`config.mk`:
```
export PLATFORM = sky130hd
export DESIGN_NAME = alu_sequencer
export DESIGN_NICKNAME = d
export VERILOG_FILES = /design/src/rtl/alu_sequencer.sv
export SDC_FILE = /design/constraint.sdc
export NUM_CORES = 1
export LEC_CHECK = 0
export CORE_AREA = 4 4 94 96
export CTS_CLUSTER_DIAMETER = 30
export DETAILED_ROUTE_END_ITERATION = 6
export DIE_AREA = 0 0 98 100
export PLACE_DENSITY = 0.79
export SLEW_MARGIN = 20
export SYNTH_ARGS = -nofsm -noshare
export SYNTH_HDL_FRONTEND = slang
export SYNTH_SLANG_ARGS = --single-unit
```
`constraint.sdc`:
```
create_clock -name clk -period 1.9 [get_ports clk]
set_input_delay 0.19 -clock clk [delete_from_list [all_inputs] [get_ports clk]]
set_output_delay 0.19 -clock clk [all_outputs]
set_load 0.05 [all_outputs]
```
`src/rtl/alu_sequencer.sv`:
```
// alu_sequencer: multi-cycle controller that owns A, D and pc and drives the alu.
// Loads commit in one cycle; computes run IDLE -> EXEC -> WB -> IDLE.
module alu_sequencer (
  input  logic        clk,
  input  logic        rst_n,
  input  logic        instr_valid,
  input  logic [15:0] instr,
  output logic        instr_ready,
  output logic [15:0] x,
  output logic [15:0] y,
  output logic        zero_x,
  output logic        zero_y,
  output logic        negate_output,
  output logic [1:0]  opcode,
  input  logic [15:0] output_result,
  input  logic        is_zero,
  input  logic        is_negative,
  output logic [15:0] mem_addr,
  input  logic [15:0] mem_rdata,
  output logic [15:0] mem_wdata,
  output logic        mem_we,
  output logic [15:0] pc,
  output logic        retire
);

  typedef enum logic [1:0] {
    IDLE = 2'd0,
    EXEC = 2'd1,
    WB   = 2'd2
  } state_t;

  typedef struct packed {
    logic [1:0] op;
    logic       zx;
    logic       zy;
    logic       neg;
    logic       ysel;
    logic       da;
    logic       dd;
    logic       dm;
    logic       jlt;
    logic       jeq;
    logic       jgt;
  } ctl_t;

  state_t      state_q, state_d;
  ctl_t        ir_q, ir_d;
  logic [15:0] a_q, a_d;
  logic [15:0] d_q, d_d;
  logic [15:0] pc_q, pc_d;
  logic        retire_q, retire_d;
  logic        taken;
  logic        unused_bits;

  assign unused_bits = &{1'b0, instr[5:3]};

  always_ff @(posedge clk or negedge rst_n) begin
    if (!rst_n) begin
      state_q  <= IDLE;
      ir_q     <= '0;
      a_q      <= '0;
      d_q      <= '0;
      pc_q     <= '0;
      retire_q <= 1'b0;
    end else begin
      state_q  <= state_d;
      ir_q     <= ir_d;
      a_q      <= a_d;
      d_q      <= d_d;
      pc_q     <= pc_d;
      retire_q <= retire_d;
    end
  end

  assign taken = (ir_q.jlt & is_negative)
               | (ir_q.jeq & is_zero)
               | (ir_q.jgt & ~is_zero & ~is_negative);

  always_comb begin
    state_d       = state_q;
    ir_d          = ir_q;
    a_d           = a_q;
    d_d           = d_q;
    pc_d          = pc_q;
    retire_d      = 1'b0;
    instr_ready   = 1'b0;
    zero_x        = 1'b0;
    zero_y        = 1'b0;
    negate_output = 1'b0;
    opcode        = 2'b00;
    y             = a_q;
    mem_we        = 1'b0;
    unique case (state_q)
      IDLE: begin
        instr_ready = 1'b1;
        if (instr_valid) begin
          if (!instr[15]) begin
            a_d      = {1'b0, instr[14:0]};
            pc_d     = pc_q + 16'd1;
            retire_d = 1'b1;
          end else begin
            ir_d    = {instr[14:6], instr[2:0]};
            state_d = EXEC;
          end
        end
      end
      EXEC: begin
        zero_x        = ir_q.zx;
        zero_y        = ir_q.zy;
        negate_output = ir_q.neg;
        opcode        = ir_q.op;
        y             = ir_q.ysel ? mem_rdata : a_q;
        state_d       = WB;
      end
      WB: begin
        zero_x        = ir_q.zx;
        zero_y        = ir_q.zy;
        negate_output = ir_q.neg;
        opcode        = ir_q.op;
        y             = ir_q.ysel ? mem_rdata : a_q;
        mem_we        = ir_q.dm;
        if (ir_q.da) a_d = output_result;
        if (ir_q.dd) d_d = output_result;
        // jump target is the A value held before this instruction's writeback
        pc_d     = taken ? a_q : pc_q + 16'd1;
        retire_d = 1'b1;
        state_d  = IDLE;
      end
      default: state_d = IDLE;
    endcase
  end

  assign x         = d_q;
  assign mem_addr  = a_q;
  assign mem_wdata = output_result;
  assign pc        = pc_q;
  assign retire    = retire_q;

endmodule

```
# Yosys cells after proc, flatten, opt, wreduce, memory -nomap -nowiden
# Cells that the tools add are included.
# word_totals
register_bits,63
in_bits,53
out_inout_bits,88
word_cells,61
# op_classes
n_addsub,1
n_eq_ne,6
muxes,22
n_bitwise,8
n_reduce_logical,8
# op_table
operator,n
16-bit two-way mux,8
16-bit case mux with 2 select lines,2
"16-bit by 1-bit adder with 16-bit output, second input constant",1
"2-bit inequality test, second input constant",4
1-bit two-way mux,7
2-bit two-way mux,3
3-bit AND reduction,2
1-bit AND,4
2-bit case mux with 2 select lines,1
2-bit AND reduction,2
4-bit AND reduction,1
"2-bit by 1-bit == test with 1-bit output, second input constant",1
"2-bit == test, second input constant",1
2-bit zero test,1
1-bit inverter,2
1-bit OR,2
1-bit case mux with 2 select lines,1
2-bit nonzero test,1
2-bit OR reduction,1

# Longest topological paths before layout
# Gate-level depths: netlist of run 1.
# depth
ltp_word,6
ltp_mapped,7

# Least setup slack after synthesis of run 1
# OpenSTA, ideal clock, no wires.
# synth_timing
kind,register to register
startpoint,register state_q[0]
endpoint,"register pc_q[9], in the netlist pc[9]"
setup_time_ns,0.127
arrival_time_ns,1.923
t_required_ns,1.773
path_slack_ns,-0.149
stages_incl_launch_ff,8
path_cell_list,dfrtp_1 -> inv_1 -> ha_1 -> nand2b_1 -> and2_0 -> buf_2 -> a21oi_1 -> o2bb2a_1
# synth_between
elab_chain_cells,3
word_cells_on_any_way,7
# synth_rtl
item,line_no,rtl
"start, declared",46,"state_t state_q, state_d;"
"start signal, assigned",66,state_q <= state_d;
2-bit == test / 2-bit zero test (equally long branches),93,unique case (state_q)
2-bit nonzero test (no source line) / 2-bit inequality test (equally long branches),-,
3-bit AND reduction (no source line),-,
"end signal, assigned",70,pc_q <= pc_d;
"end, declared",50,"logic [15:0] pc_q, pc_d;"
# Several ways; a longest one is shown, not always the timed one.
# A chain may end at the register's enable or synchronous reset.

# Final worst setup path of run 1
# layout_timing
startpoint,register state_q[0]
endpoint,output port y[14]
# layout_between
elab_chain_cells,3
word_cells_on_any_way,4
# layout_rtl
item,line_no,rtl
2-bit == test / 2-bit by 1-bit == test with 1-bit output (equally long branches),93,
2-bit OR reduction (no source line) (*),-,
16-bit two-way mux (*),-,
"end, declared",10,"output logic [15:0] y,"
# Every way passes the cells marked *; elsewhere a longest branch is shown, timed or not.

==> impl_metrics.env, run 1 <==
export IMPL_outcome="finished, violations left"
export IMPL_violations="negative setup slack"
export IMPL_synth_top_flop_cell="dfrtp_1"
export IMPL_hold_viol=0
export IMPL_hpwl_um=7507
export IMPL_crit_required_ps=1710
export IMPL_cts_sinks=63
export IMPL_ioPinCount=141
export IMPL_placed_cells=540
export IMPL_nets=510
export IMPL_synth_distinct_cells=37
export IMPL_fin_skew_ps=6.995
export IMPL_clock_latency_ps=320
export IMPL_die_w_um=98
export IMPL_grt_pass1_vias=3090
export IMPL_drt_pass1_iterations=4
export IMPL_final_setup_viol_count=16
export IMPL_syn_area_per_cell_um2=11.07
export IMPL_stdcell_count=563
export IMPL_htree_num_levels=3
export IMPL_grt_remaining_overflow=0
export IMPL_seq_area_frac_synth_pct=46.37
export IMPL_drt_initial_drc_count=118
export IMPL_row_count=33
export IMPL_arrival_ps=1730
export IMPL_numCtsBuffers=9
export IMPL_gp_congestion=0.7413
export IMPL_synth_edf_count=0
export IMPL_cp_start_kind="flip-flop"
export IMPL_ys_seq_elements=63
export IMPL_port_buffers=140
export IMPL_drtAntennaViolNets=0
export IMPL_finalWirelength_um=10230
export IMPL_drive_above_1_share_pct=30.57
export IMPL_syn_to_final_growth_pct=59.70
export IMPL_slowest_delay_ps=390
export IMPL_end_kind="output port"
export IMPL_ff2ff_setup_slack_ps=190
export IMPL_vias=2967
export IMPL_num_antenna_cells=0
export IMPL_start_util_pct=42.22
export IMPL_grt_antenna_before_repair=0
export IMPL_grt_pass1_wl_um=16190
export IMPL_drc=0
export IMPL_reg2reg_to="pc[9]"
export IMPL_rsz0062_at_grt="true"
export IMPL_setup_slack_ps=-21.03
export IMPL_period_needed_ps=1921
export IMPL_critPathKind="reg2out"
export IMPL_path_cells="inv_2 > ha_4 > nand2_4 > buf_16 > mux2_4 > buf_8"
export IMPL_reg2regPathDepth=7
export IMPL_netlist_area_mm2=0.003400
export IMPL_clock_path_buffers=2
export IMPL_hold_path_class="in2async"
export IMPL_slowest_stage="dfrtp_1"
export IMPL_utilization_pct=67.43
export IMPL_drt_vias_per_instance=5.270
export IMPL_grt_usage_pct=20.37
export IMPL_endpoint="y[14]"
export IMPL_dieArea_mm2=0.009800
export IMPL_relSlewSlack_pct=63.33
export IMPL_wire_per_inst_um=18.18
export IMPL_final_setup_tns_ps=-214.4
export IMPL_pre_cts_ws_ps=-0.3332
export IMPL_tightest_slew_ps=548.3
export IMPL_period_share_pct=101.1
export IMPL_crit_start="state_q[0]"
export IMPL_syn_num_nets=364
export IMPL_cts_root_buffer="clkbuf_8"
export IMPL_crit_fanout=8
export IMPL_ys_async_sr_fraction_pct=100.0
export IMPL_slew_violations=0
export IMPL_syn_instance_count=307
export IMPL_worstReg2RegStart="state_q[1]"
export IMPL_final_cell_mix="clkdlybuf4s50_1, dfrtp_1, buf_4"
export IMPL_core_mm2=0.008051
export IMPL_cts_tree="yes"
export IMPL_fmax_mhz=520.6
export IMPL_max_cap_violations=0
export IMPL_cts_reportedPaths_clkPinSlew_ps=70
export IMPL_final_common_cell="clkdlybuf4s50_1"
export IMPL_grt_start_max_net_pins=64
export IMPL_yosysWarnings=0
export IMPL_die_height_um=100
## cell families (layout without fill, tap and decap cells)
group,count (synthesis),count (layout),synth area share [%]
simple gates,76,76,11.74
buf+inv,39,190,7.471
fa+ha+maj,4,4,1.472
mux,73,73,23.26
compound gates,52,52,9.680
flops,63,63,46.37
## critical path: cells and delay by family (launching register included)
kind / cells / cell delay (ps)
adders and majority gates: 1 / 210
DFF: 1 / 390
muxes: 1 / 320
buffers and inverters: 3 / 390
and+or+nand+nor: 1 / 90
## state kept, by name, indices dropped and copies added, names as in the netlist
register  count
pc           16
retire        1
x            16
state_q       2
ir_q         12
mem_addr     16
## cell type report
type | count | area (um^2)
clock buffers | 14 | 182.7
well taps | 105 | 131.4
fillers | 625 | 2623
flip-flops and latches | 63 | 1579
multi-input cells | 205 | 1655
inverters | 5 | 18.77
repair buffers | 169 | 1802
clock inverters | 2 | 60.06
## cell usage after synthesis (2+ instances only)
library cell | number | area [um^2]
dfrtp_1 | 63 | 1577
mux2_2 | 48 | 540.5
a21oi_1 | 30 | 150.1
mux2i_1 | 25 | 250.2
buf_4 | 17 | 127.6
nor2_1 | 17 | 63.81
nand2_1 | 13 | 48.80
nand3_1 | 12 | 60.06
nand4_1 | 11 | 68.82
buf_2 | 10 | 50.05
and2_1 | 7 | 43.79
a2bb2oi_1 | 6 | 52.55
and3_1 | 5 | 31.28
inv_1 | 5 | 18.77
ha_1 | 4 | 50.05
o22a_1 | 4 | 35.03
and4_1 | 3 | 26.28
clkbuf_1 | 3 | 11.26
o21ai_0 | 3 | 15.01
buf_6 | 2 | 22.52
nand2b_1 | 2 | 12.51
o2bb2a_1 | 2 | 20.02
## metal layers
metal	global-route usage, %	wire, um
met2	34.76	5307
met5	0	0
met4	5.325	127
met1	25.58	4141
met3	5.698	658
## through the flow
step,hold WS (ps),area [um^2]
2_1_floorplan,-105.6,3405
3_3_place_gp,232.6,4906
3_5_place_dp,234.8,4906
4_1_cts,426.0,5349
5_1_grt,432.3,5429
6_report,397.5,5429
## what timing repair did
| item | 4_1_cts | 5_1_grt |
|---|---|---|
| resized for setup | 37 | 20 |
| setup endpoints to repair | 17 | 19 |
| hold buffers | 1 | 0 |
| hold endpoints to repair | 63 | 0 |
| setup buffers | 4 | 1 |
| pin swaps | 2 | 1 |
| cloned | 1 | 0 |
## worst min-delay path by stage
stage / cells after the start / slack [ps] / end
2_1_floorplan: 0 / -110 / ir_q[0]
3_3_place_gp: 2 / 230 / x[2]
3_5_place_dp: 2 / 230 / x[2]
4_1_cts: 3 / 430 / mem_addr[0]
5_1_grt: 3 / 430 / x[1]
6_report: 3 / 400 / x[1]
Power of run 1 is left out: the tool's default activity adds up to more than one toggle a clock period on the data nets, which glitch-free logic cannot reach.
==> run 2, diff against run 1 <==
- CORE_AREA: 4 4 94 96 -> 2 2 91 93
- CTS_BUF_LIST: default -> sky130_fd_sc_hd__clkbuf_4
- DIE_AREA: 0 0 98 100 -> 0 0 93 95
- PLACE_DENSITY: 0.79 -> 0.8
- REMOVE_ABC_BUFFERS: default -> 1
==> run 2 against run 1 <==
The run still ends with negative setup slack left. Global-route usage grew 2.2 points. Utilization grew 0.53 points. Clock-buffer cell count shrank 5. Via count grew 1.3%. Register-to-register slack lost 100 ps. Wire length shrank 0.40%. Design area shrank 0.76%. Worst hold slack lost 110 ps. Non-clock buffer count grew 1. Worst setup slack lost 150 ps. Highest routed layer unchanged.
==> impl_metrics.env, run 2 (synthesized netlist as in run 1, its figures left out) <==
export IMPL_outcome="finished, violations left"
export IMPL_violations="negative setup slack"
export IMPL_grt_pass1_wl_um=15220
export IMPL_drt_pass1_iterations=4
export IMPL_final_setup_viol_count=16
export IMPL_dieArea_mm2=0.008835
export IMPL_grt_remaining_overflow=0
export IMPL_htree_num_levels=3
export IMPL_final_cell_mix="clkdlybuf4s50_1, dfrtp_1, buf_4"
export IMPL_fin_skew_ps=11.34
export IMPL_hold_path_class="in2async"
export IMPL_end_kind="output port"
export IMPL_max_cap_violations=0
export IMPL_clock_latency_ps=410
export IMPL_num_antenna_cells=0
export IMPL_rsz0062_at_grt="true"
export IMPL_relSlewSlack_pct=61.72
export IMPL_period_needed_ps=2073
export IMPL_drc=0
export IMPL_start_util_pct=42.88
export IMPL_cts_reportedPaths_clkPinSlew_ps=110
export IMPL_finalWirelength_um=10190
export IMPL_arrival_ps=1880
export IMPL_period_share_pct=109.1
export IMPL_critPathKind="reg2out"
export IMPL_drtAntennaViolNets=0
export IMPL_slowest_stage="dfrtp_1"
export IMPL_clock_path_buffers=2
export IMPL_drive_above_1_share_pct=30.72
export IMPL_numCtsBuffers=9
export IMPL_busiest_layer="met2"
export IMPL_grt_antenna_before_repair=0
export IMPL_setup_slack_ps=-173.5
export IMPL_slew_violations=0
export IMPL_die_height_um=95
export IMPL_path_cells="inv_2 > ha_4 > nand2_8 > buf_8 > mux2_4 > buf_8"
export IMPL_core_mm2=0.007928
export IMPL_timing_critical_path_mode_cell="buf_8"
export IMPL_syn_to_final_growth_pct=58.48
export IMPL_tightest_slew_ps=573.2
export IMPL_port_buffers=140
export IMPL_grt_pass1_vias=2996
export IMPL_die_w_um=93
export IMPL_cp_start_kind="flip-flop"
export IMPL_wire_per_inst_um=18.07
export IMPL_hpwl_um=7094
export IMPL_ioPinCount=141
export IMPL_slowest_delay_ps=400
export IMPL_whs_ps=288.9
export IMPL_drt_vias_per_instance=5.330
export IMPL_cts_tree="yes"
export IMPL_nets=511
export IMPL_met3_usage_pct=5.028
export IMPL_use_met2_pct=39.19
export IMPL_cts_root_buffer="clkbuf_4"
export IMPL_row_count=33
export IMPL_final_common_cell="clkdlybuf4s50_1"
export IMPL_drt_initial_drc_count=141
export IMPL_fmax_mhz=482.3
export IMPL_hold_viol=0
export IMPL_grt_start_max_net_pins=64
export IMPL_crit_required_ps=1710
export IMPL_vias=3006
export IMPL_cts_sinks=63
export IMPL_gp_congestion=0.8506
export IMPL_grt_usage_pct=22.53
export IMPL_crit_fanout=6
export IMPL_grtUsageMet1_pct=27.89
export IMPL_pre_cts_ws_ps=16.06
-- run 2: cell types whose count changed in the layout (fill, tap and decap cells not counted), moves of 2 or more --
cell | before | now
clkdlybuf4s50_1 | 98 | 75
clkbuf_8 | 13 | 0
dlygate4sd2_1 | 0 | 11
dlymetal6s2s_1 | 2 | 13
clkbuf_4 | 0 | 9
buf_6 | 0 | 3
and2_1 | 7 | 5
and2_4 | 0 | 2
clkinv_1 | 0 | 2
clkinvlp_4 | 0 | 2
dfrtp_1 | 61 | 63
dfrtp_2 | 2 | 0
-- run 2: worst paths after layout --
path	startpoint	end	slack, ps	depth (start not counted)
setup / recovery	state_q[0]	y[0]	-170	6
hold / removal	rst_n	x[3]	290	3
setup reg to reg	state_q[0]	pc[7]	90	9
hold reg to reg	ir_q[8]	ir_q[8]	510	1
max in group asynchronous	rst_n	ir_q[7]	1320	3
min in group clk	instr[3]	mem_addr[3]	410	3
-- run 2: final cells by class --
| type | count | area, um^2 |
|---|---|---|
| Inverter | 5 | 18.77 |
| Timing Repair Buffer | 170 | 1827 |
| Sequential cell | 63 | 1577 |
| Multi-Input combinational cell | 205 | 1679 |
| Tap cell | 105 | 131.4 |
| Clock buffer | 9 | 67.56 |
| Clock inverter | 7 | 87.58 |
| Fill cell | 604 | 2540 |
-- run 2: what timing repair did --
action                                  CTS  global route
hold buffers                              1             0
gates resized for setup                  63            27
buffers inserted                          7             1
endpoints found under the hold margin    63             0
pin swaps                                 0             2
endpoints found under the setup margin   27            38
cloned                                    1             0
-- run 2: worst max-delay path: cells and delay by family, from the launching register on --
family / cells / cell delay [ps]
flip-flops: 1 / 400
buffers and inverters: 3 / 380
multiplexers: 1 / 320
AND/OR/NAND/NOR: 1 / 70
adder cells (fa/ha/maj): 1 / 300
-- run 2: stage by stage --
stage / setup TNS (ps) / instances / area (um^2) / utilization (%)
2_1_floorplan: -28580 / 273 / 3164 / -
3_3_place_gp: 0 / 541 / 4906 / 61.88
3_5_place_dp: 0 / 541 / 4906 / 61.88
4_1_cts: -2892 / 565 / 5320 / 67.11
5_1_grt: -3623 / 564 / 5388 / 67.96
6_report: -2513 / 564 / 5388 / 67.96
-- run 2: routing by layer --
metal	share of wire, %	routed length, um	up-vias
met1	42	4239	1503
met5	0	0	-
li1	-	-	1401
met3	4.5	462	16
met4	1.5	152	0
met2	52	5339	86
Power of run 2 is left out for the same reason.
==> run 3, diff against run 2 <==
- SLEW_MARGIN: 20 -> default
==> results of run 3 <==
Final layout, timing and power as in run 2 (identical DEF).
Power of run 3 is left out for the same reason.
